===== config.mk =====
export PLATFORM = sky130hd
export DESIGN_NAME = matrix_elementwise
export DESIGN_NICKNAME = d
export VERILOG_FILES = /design/src/rtl/matrix_pkg.sv /design/src/rtl/matrix_ew_lane.sv /design/src/rtl/matrix_elementwise.sv
export SDC_FILE = /design/constraint.sdc
export NUM_CORES = 1
export LEC_CHECK = 0
export CAP_MARGIN = 20
export CORE_MARGIN = 2
export CORE_UTILIZATION = 53
export DETAILED_ROUTE_END_ITERATION = 8
export PLACE_DENSITY_LB_ADDON = 0.12
export REMOVE_ABC_BUFFERS = 1
export SLEW_MARGIN = 20
export SYNTH_ARGS = -nofsm -noshare
export SYNTH_HDL_FRONTEND = slang
export SYNTH_SLANG_ARGS = --single-unit

===== constraint.sdc =====
create_clock -name clk -period 5 [get_ports clk]
set_input_delay 0.5 -clock clk [delete_from_list [all_inputs] [get_ports clk]]
set_output_delay 0.5 -clock clk [all_outputs]
set_load 0.01 [all_outputs]

===== src/rtl/matrix_pkg.sv =====
// Shared types for the element-wise matrix engine: operation modes and FSM states.
// Latency: n/a (types only).
// Backpressure: n/a (types only).
package matrix_pkg;

    // Operation select, encoded exactly as driven on the mode port.
    typedef enum logic [1:0] {
        MODE_ADD = 2'b00,
        MODE_SUB = 2'b01,
        MODE_MAX = 2'b10,
        MODE_MIN = 2'b11
    } mode_t;

    // Job sequencing states of the top-level controller.
    typedef enum logic [1:0] {
        ST_IDLE = 2'b00,
        ST_RUN  = 2'b01,
        ST_DONE = 2'b10
    } state_t;

endpackage


===== src/rtl/matrix_ew_lane.sv =====
// One combinational element operation (add/sub/max/min) on unsigned DW-bit operands.
// Latency: 0 cycles, purely combinational.
// Backpressure: none; result follows inputs.
//
// Ports:
//   mode  - operation select (matrix_pkg::mode_t encoding)
//   a, b  - unsigned operand elements
//   r     - DW+1 bit result (sum, two's complement difference, or zero-extended max/min)
//   clamp - high when the result was clamped (only with MATRIX_EW_SAT_EN, else 0)
// Optional feature macro: MATRIX_EW_SAT_EN clamps add/sub to [0, 2^DW-1].
module matrix_ew_lane
    import matrix_pkg::*;
#(
    parameter int DW = 8
) (
    input  logic [1:0]    mode,
    input  logic [DW-1:0] a,
    input  logic [DW-1:0] b,
    output logic [DW:0]   r,
    output logic          clamp
);

    logic [DW:0] sum;
    logic [DW:0] diff;

    // One extra bit holds the carry on add and the borrow (sign) on sub.
    assign sum  = {1'b0, a} + {1'b0, b};
    assign diff = {1'b0, a} - {1'b0, b};

    always_comb begin
        r     = '0;
        clamp = 1'b0;
        case (mode_t'(mode))
            MODE_ADD: begin
                r = sum;
`ifdef MATRIX_EW_SAT_EN
                if (sum[DW]) begin
                    r     = {1'b0, {DW{1'b1}}};
                    clamp = 1'b1;
                end
`endif
            end
            MODE_SUB: begin
                r = diff;
`ifdef MATRIX_EW_SAT_EN
                if (a < b) begin
                    r     = '0;
                    clamp = 1'b1;
                end
`endif
            end
            MODE_MAX: r = (a > b) ? {1'b0, a} : {1'b0, b};
            MODE_MIN: r = (a < b) ? {1'b0, a} : {1'b0, b};
            default:  r = '0;
        endcase
    end

endmodule


===== src/rtl/matrix_elementwise.sv =====
// Element-wise add/sub/max/min of two captured NxN matrices, LANES elements per cycle.
// Latency: N*N/LANES+1 cycles from the start-sampling edge to the done cycle.
// Backpressure: none; start is honoured only in IDLE, ignored (not queued) while busy.
//
// Ports:
//   clk, rst     - rising-edge clock, synchronous active-high reset
//   start, mode  - job request and operation (00 add, 01 sub, 10 max, 11 min)
//   a, b         - NxN operand matrices of unsigned DW-bit elements, captured on start
//   c            - registered NxN result matrix, DW+1 bits per element
//   busy, done   - busy in RUN/DONE, done is a one-cycle pulse in DONE
//   sat          - sticky per-job saturation flag
// Optional feature macro: MATRIX_EW_SAT_EN (clamping add/sub, sat flag active).
module matrix_elementwise
    import matrix_pkg::*;
#(
    parameter int N     = 4,
    parameter int DW    = 8,
    parameter int LANES = 4
) (
    input  logic                         clk,
    input  logic                         rst,
    input  logic                         start,
    input  logic [1:0]                   mode,
    input  logic [N-1:0][N-1:0][DW-1:0]  a,
    input  logic [N-1:0][N-1:0][DW-1:0]  b,
    output logic [N-1:0][N-1:0][DW:0]    c,
    output logic                         busy,
    output logic                         done,
    output logic                         sat
);

    localparam int NE    = N * N;
    localparam int BEATS = NE / LANES;
    localparam int IW    = (BEATS > 1) ? $clog2(BEATS) : 1;
    localparam int EW    = $clog2(NE);

    // Matrices are kept flat, row-major: element [i][j] sits at index i*N+j,
    // which is exactly how the packed port arrays are laid out.
    state_t                      state;
    logic [IW-1:0]               idx;
    logic [NE-1:0][DW-1:0]       a_q;
    logic [NE-1:0][DW-1:0]       b_q;
    logic [1:0]                  mode_q;
    logic [NE-1:0][DW:0]         c_q;
    logic                        sat_q;

    logic [LANES-1:0][EW-1:0]    eidx;
    logic [LANES-1:0][DW-1:0]    la;
    logic [LANES-1:0][DW-1:0]    lb;
    logic [LANES-1:0][DW:0]      lr;
    logic [LANES-1:0]            lclamp;

    // Lane l of beat idx handles the consecutive element idx*LANES+l.
    always_comb begin
        eidx = '0;
        la   = '0;
        lb   = '0;
        for (int l = 0; l < LANES; l++) begin
            eidx[l] = EW'(int'(idx) * LANES + l);
            la[l]   = a_q[eidx[l]];
            lb[l]   = b_q[eidx[l]];
        end
    end

    for (genvar g = 0; g < LANES; g++) begin : g_lane
        matrix_ew_lane #(
            .DW (DW)
        ) u_lane (
            .mode  (mode_q),
            .a     (la[g]),
            .b     (lb[g]),
            .r     (lr[g]),
            .clamp (lclamp[g])
        );
    end

    always_ff @(posedge clk) begin
        if (rst) begin
            state  <= ST_IDLE;
            idx    <= '0;
            a_q    <= '0;
            b_q    <= '0;
            mode_q <= 2'b00;
            c_q    <= '0;
            busy   <= 1'b0;
            done   <= 1'b0;
            sat_q  <= 1'b0;
        end else begin
            case (state)
                ST_IDLE: begin
                    done <= 1'b0;
                    if (start) begin
                        a_q    <= a;
                        b_q    <= b;
                        mode_q <= mode;
                        sat_q  <= 1'b0;
                        idx    <= '0;
                        busy   <= 1'b1;
                        state  <= ST_RUN;
                    end
                end
                ST_RUN: begin
                    // Only the elements of this beat are written; the rest of
                    // c keeps whatever it held before (previous job or reset).
                    for (int l = 0; l < LANES; l++) begin
                        c_q[eidx[l]] <= lr[l];
                    end
                    if (|lclamp) begin
                        sat_q <= 1'b1;
                    end
                    if (idx == IW'(BEATS - 1)) begin
                        idx   <= '0;
                        done  <= 1'b1;
                        state <= ST_DONE;
                    end else begin
                        idx <= idx + 1'b1;
                    end
                end
                ST_DONE: begin
                    done  <= 1'b0;
                    busy  <= 1'b0;
                    state <= ST_IDLE;
                end
                default: begin
                    done  <= 1'b0;
                    busy  <= 1'b0;
                    state <= ST_IDLE;
                end
            endcase
        end
    end

    assign c   = c_q;
    // Without the clamping feature no lane ever reports a clamp, so this
    // register never leaves zero.
    assign sat = sat_q;

endmodule


# Word level (Yosys, flattened, before mapping)

Index checks and enable logic that the tools add are counted.

Flip-flop bits (word level): 408
Output and inout bits: 147
Bits of input ports: 261

Mux-type cells: 48
Add/sub/neg operators: 12
Reduce and logical (&&, ||, !) cells: 12
Bitwise gates (word level): 1
Equal/unequal tests: 7
Order comparisons: 16

Operators with widths:

| kind                | number |
|---|---|
| $bwmux 144          | 4 |
| $bmux 8 s4          | 6 |
| $pmux 9 s4          | 4 |
| $mux 8              | 16 |
| $demux 9 s4         | 3 |
| $add 8x8->9         | 4 |
| $mux 9              | 4 |
| $sub 8x8->9         | 4 |
| $bmux 8 s2          | 2 |
| $gt 8x8->1          | 4 |
| $lt 8x8->1          | 4 |
| $lt 4x5->1 const B  | 4 |
| $demux 9 s2         | 1 |
| $ge 4x1->1 const B  | 4 |
| $add 4x2->4 const B | 2 |
| $mux 2              | 4 |
| $pmux 2 s2          | 2 |
| $reduce_and 2->1    | 4 |
| $eq 2x2->1 const B  | 3 |
| $add 4x1->4 const B | 1 |
| $eq 2x1->1 const B  | 2 |
| $logic_and 1x1->1   | 4 |
| $logic_not 2->1     | 2 |
| $ne 2x2->1 const B  | 2 |
| 6 further kinds     | 6 |

# Depth between registers and ports, before layout

Gate-level depths: netlist of run 1.

Depth after elaboration: 9
Mapped depth: 15
Depth with buffers taken out: 12

# Hierarchy

Synthesis of run 1 repeated with hierarchy kept, for this count alone.

Cell total of the unflattened synthesis: 2356
Area, all modules: 23821.6 um^2

By module, submodules not included:

| module                                | area an instance (um^2) | times used | cells each | sequential area each (um^2) |
|---|---|---|---|---|
| matrix_elementwise                    | 19356.1                 | 1          | 1752       | 8187.9 |
| matrix_ew_lane (g_lane[0].u_lane ...) | 1099.8                  | 3          | 149        | 0.0 |
| matrix_ew_lane (g_lane[3].u_lane)     | 1166.1                  | 1          | 157        | 0.0 |

# Worst setup path after synthesis of run 1

OpenSTA, ideal clock, no wires.

Path kind: register to register
From: reg idx[0]
To: reg c_q (netlist bit c[12])
Slack: 1485 ps
Data arrival time: 3377 ps
Library setup time: 138 ps
Stages on the path, launching flop included: 14
Period minus slack after synthesis: 3515 ps
Cells stage by stage: dfxtp_1 -> buf_2 -> buf_4 -> clkbuf_8 -> mux4_2 -> ha_1 -> buf_2 -> a21o_1 -> a221oi_4 -> a21oi_2 -> mux2i_1 -> mux2_2 -> o21ai_2 -> a211oi_1

Word-level cells in the longest chain between the ends: 9
Elaborated cells between the ends (all ways): 66
Those cells by class: add/sub (11); order compare (14); mux (38); reduce/logical (3)

Ends and longest elaborated chain:

| element                                              | line                                            | RTL |
|---|---|---|
| start: declaration                                   | matrix_elementwise.sv:40                        | `logic [IW-1:0] idx;` |
| start signal: assignment                             | matrix_elementwise.sv:116                       | `idx <= idx + 1'b1;` |
| $add 4x1->4 (tied with other cells)                  | matrix_elementwise.sv:59                        | `eidx[l] = EW'(int'(idx) * LANES + l);` |
| $bmux 8 s4 (tied with other cells)                   | matrix_elementwise.sv:60                        | `la[l] = a_q[eidx[l]];` |
| $mux 8 (not written as such) (tied with other cells) | matrix_elementwise.sv:60                        |  |
| $lt 8x8->1 (tied with other cells)                   | matrix_ew_lane.sv:53                            | `MODE_MIN: r = (a < b) ? {1'b0, a} : {1'b0, b};` |
| $mux 8 (tied with other cells)                       | matrix_ew_lane.sv:53                            |  |
| $pmux 9 s4 / $bwmux 144 (equally long branches)      | matrix_ew_lane.sv:33, matrix_elementwise.sv:106 |  |
| $bwmux 144 (2 in a row)                              | matrix_elementwise.sv:106                       | `c_q[eidx[l]] <= lr[l];` |
| $bwmux 144 (*)                                       | matrix_elementwise.sv:106                       |  |
| end signal: indexed assignment                       | matrix_elementwise.sv:106                       |  |
| end: declaration                                     | matrix_elementwise.sv:44                        | `logic [NE-1:0][DW:0] c_q;` |

Mark *: on every way between the ends. The rest lies on a longest branch, timed or not. The select of a mux whose other input is x is not followed.
A chain may end at the register's enable or synchronous reset.

# Worst setup path after layout of run 1

From: reg idx[1]
To: reg c_q (netlist bit c[34])

The elaborated chain is that of the path after synthesis.

==> results of run 1 <==
[cells in the final DEF, fill, tap and decap left out, types with 20 or more instances in the layout]
master,n
nand2_1,589
dfxtp_1,405
clkdlybuf4s50_1,405
a21oi_1,351
nor2_1,184
a211oi_1,124
inv_1,73
ha_1,68
mux4_2,61
clkbuf_16,45
o21ai_0,43
nor3_1,27
nand3_1,27
a22oi_1,23
mux2i_1,20
[final cells by class]
cell class              instances  area [um^2]  share of cell area [%]
flip-flops and latches        408         8180                    31.5
clock buffers                  66         1290                    4.99
multi-input cells            1787        11100                    42.9
clock inverters                10          103                   0.396
inverters                      75          282                    1.09
well taps                     518          648                    2.50
repair buffers                428         4300                    16.6
[metrics by stage]
| stage | instances | hold WS, ns | TNS (ns) | power [mW] | setup WS [ns] |
|---|---|---|---|---|---|
| 6_report | 3292 | 0.443 | 0 | 8.72 | 0.629 |
| 5_1_grt | 3292 | 0.467 | 0 | 9.07 | 0.334 |
| 4_1_cts | 3292 | 0.450 | 0 | 8.73 | 0.657 |
| 3_5_place_dp | 3216 | 0.444 | 0 | 5.58 | 0.663 |
| 3_3_place_gp | 3216 | 0.439 | 0 | 5.55 | 0.812 |
| 2_1_floorplan | 2270 | 0.425 | -996.96 | 4.86 | -3.76 |
[kinds of logic (layout without fill, tap and decap cells)]
kind of cell | count (synthesis) | in the layout | synth area share [%]
other | 1 | 1 | 0.0182
AOI/OAI and AO/OA | 689 | 689 | 21.5
adders and majority gates | 76 | 76 | 4.90
buffers and inverters | 272 | 579 | 6.69
and+or+nand+nor | 908 | 908 | 18.1
xor gates and xnor gates | 19 | 19 | 0.806
DFF | 408 | 408 | 39.5
muxes | 94 | 94 | 8.49
[power groups by stage]
stage / Clock (mW) / Sequential, mW / Combinational [mW]
floorplan: 0 / 3.60 / 1.26
global placement: 0 / 3.59 / 1.96
detailed placement: 0 / 3.60 / 1.98
global route: 3.34 / 3.54 / 2.18
finish: 3.18 / 3.53 / 2.01
CTS: 3.22 / 3.53 / 1.99
[worst max-delay path by stage]
stage | startpoint | endpoint | cells after the start
finish | idx[1]$_SDFFE_PP0P_ | c[34]$_SDFFE_PP0P_ | 11
global route | idx[1]$_SDFFE_PP0P_ | c[34]$_SDFFE_PP0P_ | 11
CTS | idx[1]$_SDFFE_PP0P_ | c[34]$_SDFFE_PP0P_ | 11
detailed placement | idx[1]$_SDFFE_PP0P_ | c[34]$_SDFFE_PP0P_ | 11
global placement | idx[1]$_SDFFE_PP0P_ | c[34]$_SDFFE_PP0P_ | 11
floorplan | start | a_q[0]$_SDFFE_PP0P_ | 4
[state kept, by name, indices dropped and copies added (netlist names)]
| signal | count |
|---|---|
| c | 144 |
| a_q | 128 |
| b_q | 128 |
| state | 2 |
| mode_q | 2 |
| idx | 2 |
| busy | 1 |
| done | 1 |
[metal layers]
layer / wire length [um] / GRT usage [%] / vias up / part of all wire, %
met4: 2350 / 13.3 / 2 / 3.6
met3: 4630 / 5.67 / 139 / 7.2
met5: 13 / 0 / - / 0.020
met1: 27000 / 40.1 / 9050 / 42
met2: 30500 / 50.8 / 749 / 47
li1: - / - / 9166 / -
==> impl_metrics.csv, run 1 <==
group,metric,value,unit
synth,synth_edf_count,0,
timing,period_needed,4.37,ns
worst_setup_path,slowest_stage,"dfxtp_4",
power,max-vdd-ir-drop,0.281,mV
worst_setup_path,crit_fanout,33,
floorplan,fp.coreArea,38600,um^2
clocking,cts_tree,"built",
clocking,cts_inserted_buffers,42,
clocking,cts_sinks,408,
layout,nets,3079,
global_routing,grt_usage,31.0,%
synth,syn_area,20700,um^2
drt,totalWireLength,64500,um
clocking,postCtsSetupBuffers,0,
worst_setup_path,crit_chain,"buf_12 -> mux4_2 -> inv_1 -> ha_1 -> and3_1 -> a221oi_4 -> nand2_1 -> nand3_1 -> o21ai_0 -> nor4_2 -> a211oi_1",
layout,n_fill_cell,3199,
min_path,holdPathEnd,"a_q[21]$_SDFFE_PP0P_",
worst_setup_path,r2r-end,"c[34]$_SDFFE_PP0P_",
global_routing,grt_max_degree,176,
timing,setup-violations-final,0,
drt,detail_route.wl_per_cell,19.6,um
worst_setup_path,reg2reg_slack,0.63,ns
clocking,clk_latency,0.57,ns
synth,synth_top_area_share,39.5,%
worst_setup_path,worstSetupPathType,"reg2reg",
power,power_per_cell_area,336,nW/um^2
timing,max_freq,229,MHz
timing,slew_headroom,30.1,%
drt,via_per_inst,5.80,
power,pwr-share-comb,23.1,%
clocking,cts_hold_buf,0,
clocking,clockBufferDepth,3,
worst_setup_path,path_delay_family,"simple AND/OR/NAND/NOR gates",
worst_setup_path,reg2reg_depth,11,
status,status,"finished clean",
worst_setup_path,max_stage_delay,0.84,ns
worst_setup_path,critPathRequiredTime,5.40,ns
drt,drc,0,
power,p_leak,9.38,nW
floorplan,start_util,53.6,%
min_path,min-delay-start,"rst",
synth,syn_avg_cell_area,8.37,um^2
worst_setup_path,critPathCaptureType,"flip-flop",
global_routing,grt_pass1_vias,18283,
synth,ys_ff_latch,408,
clocking,cts.clk_slew.worst_paths,0.06,ns
power,p_seq_share,40.4,%
synth,synth_top_area_cell,"dfxtp_1",
global_routing,grt_pass1_wl,100000,um
timing,post-route-period-util,87.4,%
synth,synth_most_common_cell,"nand2_1",
timing,fin_skew,0.0185,ns
synth,syn_inst,2467,
place,dp_hpwl,45400,um
synth,yosysWarnings,0,
timing,slew_violations,0,
global_routing,antenna_found_initial,1,
synth,yosys-top-cells-count,"nand2_1, dfxtp_1, a21oi_1",
floorplan,io_pins,408,
layout,diodes,0,
layout,final_util,67.2,%
timing,rsz0062_at_grt,"false",
layout,fin_area,25900,um^2
power,power_frac_clock,36.5,%
worst_setup_path,cp.arrival,4.77,ns
min_path,hp-class,"in2reg",
global_routing,grt_remaining_overflow,0,
synth,synthTopCellsByArea,"dfxtp_1, nand2_1, a21oi_1",
clocking,clockRootBuffer,"clkbuf_16",
synth,synth-main-ff-cell,"dfxtp_1",
power,switching_share,29.3,%
synth,ys_seq_area_share,39.5,%
clocking,post_cts_resized,0,
drt,via_count,19106,
power,switchingPower,2.56,mW
worst_setup_path,startpoint_type,"flip-flop",
timing,hold_viol_final,0,
layout,drive_gt1_share,7.68,%
job,maxCapViolations,0,
min_path,holdPathStages,2,
power,p_int,6.16,mW
floorplan,dieArea,40600,um^2
worst_setup_path,path_buf_inv,2,
drt,first_pass_iters,5,
place,place_area,24500,um^2
floorplan,fp.dieW,201,um
place,io_buffers,406,
layout,area_delta_synth_final,25.5,%
floorplan,die_h,201,um
floorplan,num_rows,72,
synth,async_flop_share,0,%
drt,final_antenna_net_count,0,
clocking,htree_levels,2,
worst_setup_path,r2r-start,"idx[1]$_SDFFE_PP0P_",
place,place.gp.congestion,0.928,
drt,drt_iter0_drc,1624,
synth,synth_cell_type_count,94,
timing,worst-slew-pin-transition,1.05,ns
No activity file was read; power rests on OpenSTA's default activity.
==> run 2: changes to the inputs <==
--- a/config.mk
+++ b/config.mk
@@ -5,9 +5,10 @@
 export SDC_FILE = /design/constraint.sdc
 export NUM_CORES = 1
 export LEC_CHECK = 0
+export ABC_CLOCK_PERIOD_IN_PS = 5000
 export CAP_MARGIN = 20
 export CORE_MARGIN = 2
-export CORE_UTILIZATION = 53
+export CORE_UTILIZATION = 30
 export DETAILED_ROUTE_END_ITERATION = 8
 export PLACE_DENSITY_LB_ADDON = 0.12
 export REMOVE_ABC_BUFFERS = 1
==> impl_metrics.csv, run 2 (synthesis results as in run 1) <==
group,metric,value,unit
clocking,cts.clk_slew.worst_paths,0.06,ns
layout,drive_gt1_share,8.21,%
floorplan,dieArea,71000,um^2
clocking,postCtsSetupBuffers,0,
worst_setup_path,critPathRequiredTime,5.41,ns
place,dp_hpwl,53400,um
power,power.total,9.05,mW
status,status,"finished clean",
worst_setup_path,critPathCaptureType,"flip-flop",
timing,worst-slew-pin-transition,1.12,ns
worst_setup_path,cp.arrival,4.78,ns
floorplan,start_util,30.2,%
place,io_buffers,406,
global_routing,grt_remaining_overflow,0,
timing,post-route-period-util,87.2,%
drt,totalWireLength,73900,um
min_path,holdPathStages,2,
job,maxCapViolations,0,
layout,largest_reg_flops,144,
drt,drc,0,
timing,fin_hold_ws,0.417,ns
timing,setup-violations-final,0,
drt,detail_route.wl_per_cell,20.1,um
power,p_leak,9.51,nW
clocking,cts_inserted_buffers,46,
layout,final_util,39.0,%
min_path,hp-class,"in2reg",
clocking,cts_sinks,408,
timing,hold_viol_final,0,
worst_setup_path,crit_fanout,24,
timing,slew_violations,0,
global_routing,grt_pass1_wl,112000,um
layout,final_cell_mix,"nand2_1, clkdlybuf4s50_1, dfxtp_1",
floorplan,io_pins,408,
min_path,holdPathEnd,"b_q[3]$_SDFFE_PP0P_",
layout,area_delta_synth_final,29.0,%
drt,first_pass_iters,5,
drt,final_antenna_net_count,0,
power,power_per_cell_area,340,nW/um^2
drt,drt_iter0_drc,1319,
timing,rsz0062_at_grt,"false",
global_routing,antenna_found_initial,4,
drt,via_per_inst,5.12,
clocking,clk_latency,0.58,ns
layout,final_common_cell,"nand2_1",
floorplan,fp.coreArea,68300,um^2
power,max-vdd-ir-drop,0.193,mV
clocking,cts_tree,"built",
worst_setup_path,startpoint_type,"flip-flop",
worst_setup_path,reg2reg_depth,10,
floorplan,num_rows,96,
layout,nets,3093,
global_routing,grt_usage,20.3,%
timing,period_needed,4.36,ns
clocking,htree_levels,2,
layout,layout.cells.non_filler,3673,
floorplan,fp.dieW,266,um
min_path,min-delay-start,"rst",
clocking,cts_hold_buf,0,
clocking,clockRootBuffer,"clkbuf_16",
place,place.gp.congestion,0.866,
timing,slew_headroom,25.1,%
global_routing,grt_pass1_vias,18680,
clocking,clockBufferDepth,3,
worst_setup_path,worstSetupPathType,"reg2reg",
timing,fin_skew,0.0156,ns
worst_setup_path,r2r-start,"idx[0]$_SDFFE_PP0P_",
global_routing,grt_max_degree,150,
drt,via_count,18819,
clocking,post_cts_resized,0,
timing,max_freq,229,MHz
timing,timing.setup.tns,0,ns
floorplan,die_h,266,um
worst_setup_path,r2r-end,"c[81]$_SDFFE_PP0P_",
place,dp_cells,3589,
worst_setup_path,reg2reg_slack,0.64,ns
[run 2: cell types whose count changed in the layout (fill, tap and decap cells not counted), sizes merged]
cell	before	now
inv	74	76
buf	23	33
clkinvlp	1	0
diode	0	1
bufinv	2	3
clkinv	8	7
clkbuf	66	71
[run 2: final cells by class]
type                            instances  area (um^2)
Tap cell                              882         1100
Multi-Input combinational cell       1787        11100
Antenna cell                            1         2.50
Inverter                               75          282
Sequential cell                       408         8180
Clock inverter                         11          139
Timing Repair Buffer                  438         4430
Clock buffer                           71         1380
Fill cell                            7002        41700
[run 2: critical path: stages (launching register included)]
cell and delay [ns]:
dfxtp_4 0.68, buf_4 0.38, mux4_2 0.60, ha_1 0.55, and3_1 0.36, o2111ai_4 0.24
a21oi_2 0.46, o21ai_0 0.17, o2bb2ai_1 0.17, a311oi_2 0.42, a211oi_1 0.14
[run 2: how the worst max path moves through the flow]
stage,from,to,cells past startpoint
6_report,idx[0]$_SDFFE_PP0P_,c[81]$_SDFFE_PP0P_,10
5_1_grt,idx[1]$_SDFFE_PP0P_,c[51]$_SDFFE_PP0P_,11
4_1_cts,idx[0]$_SDFFE_PP0P_,c[81]$_SDFFE_PP0P_,10
3_5_place_dp,idx[1]$_SDFFE_PP0P_,c[81]$_SDFFE_PP0P_,11
3_3_place_gp,idx[1]$_SDFFE_PP0P_,c[57]$_SDFFE_PP0P_,11
2_1_floorplan,start,a_q[0]$_SDFFE_PP0P_,4
[run 2: power by group]
| part | switching (mW) | internal (mW) | leakage [nW] |
|---|---|---|---|
| Clock | 1.40 | 2.04 | 0.749 |
| Combinational | 1.20 | 0.876 | 5.42 |
| Sequential | 0.112 | 3.42 | 3.34 |
| Total | 2.71 | 6.34 | 9.51 |
[run 2: stage by stage]
stage          instance area, um^2  setup slack [ns]
2_1_floorplan                19600             -3.76
3_3_place_gp                 25100             0.729
3_5_place_dp                 25100             0.577
4_1_cts                      26600             0.571
5_1_grt                      26600             0.268
6_report                     26600             0.638
[run 2: metal layers]
layer / vias up / GRT usage [%] / part of all wire (%) / wire length, um
li1: 9209 / - / - / -
met1: 8992 / 26.9 / 45 / 33200
met2: 524 / 33.7 / 47 / 34900
met3: 88 / 4.10 / 5.9 / 4350
met4: 6 / 5.10 / 2.0 / 1470
met5: - / 0 / 0.051 / 38
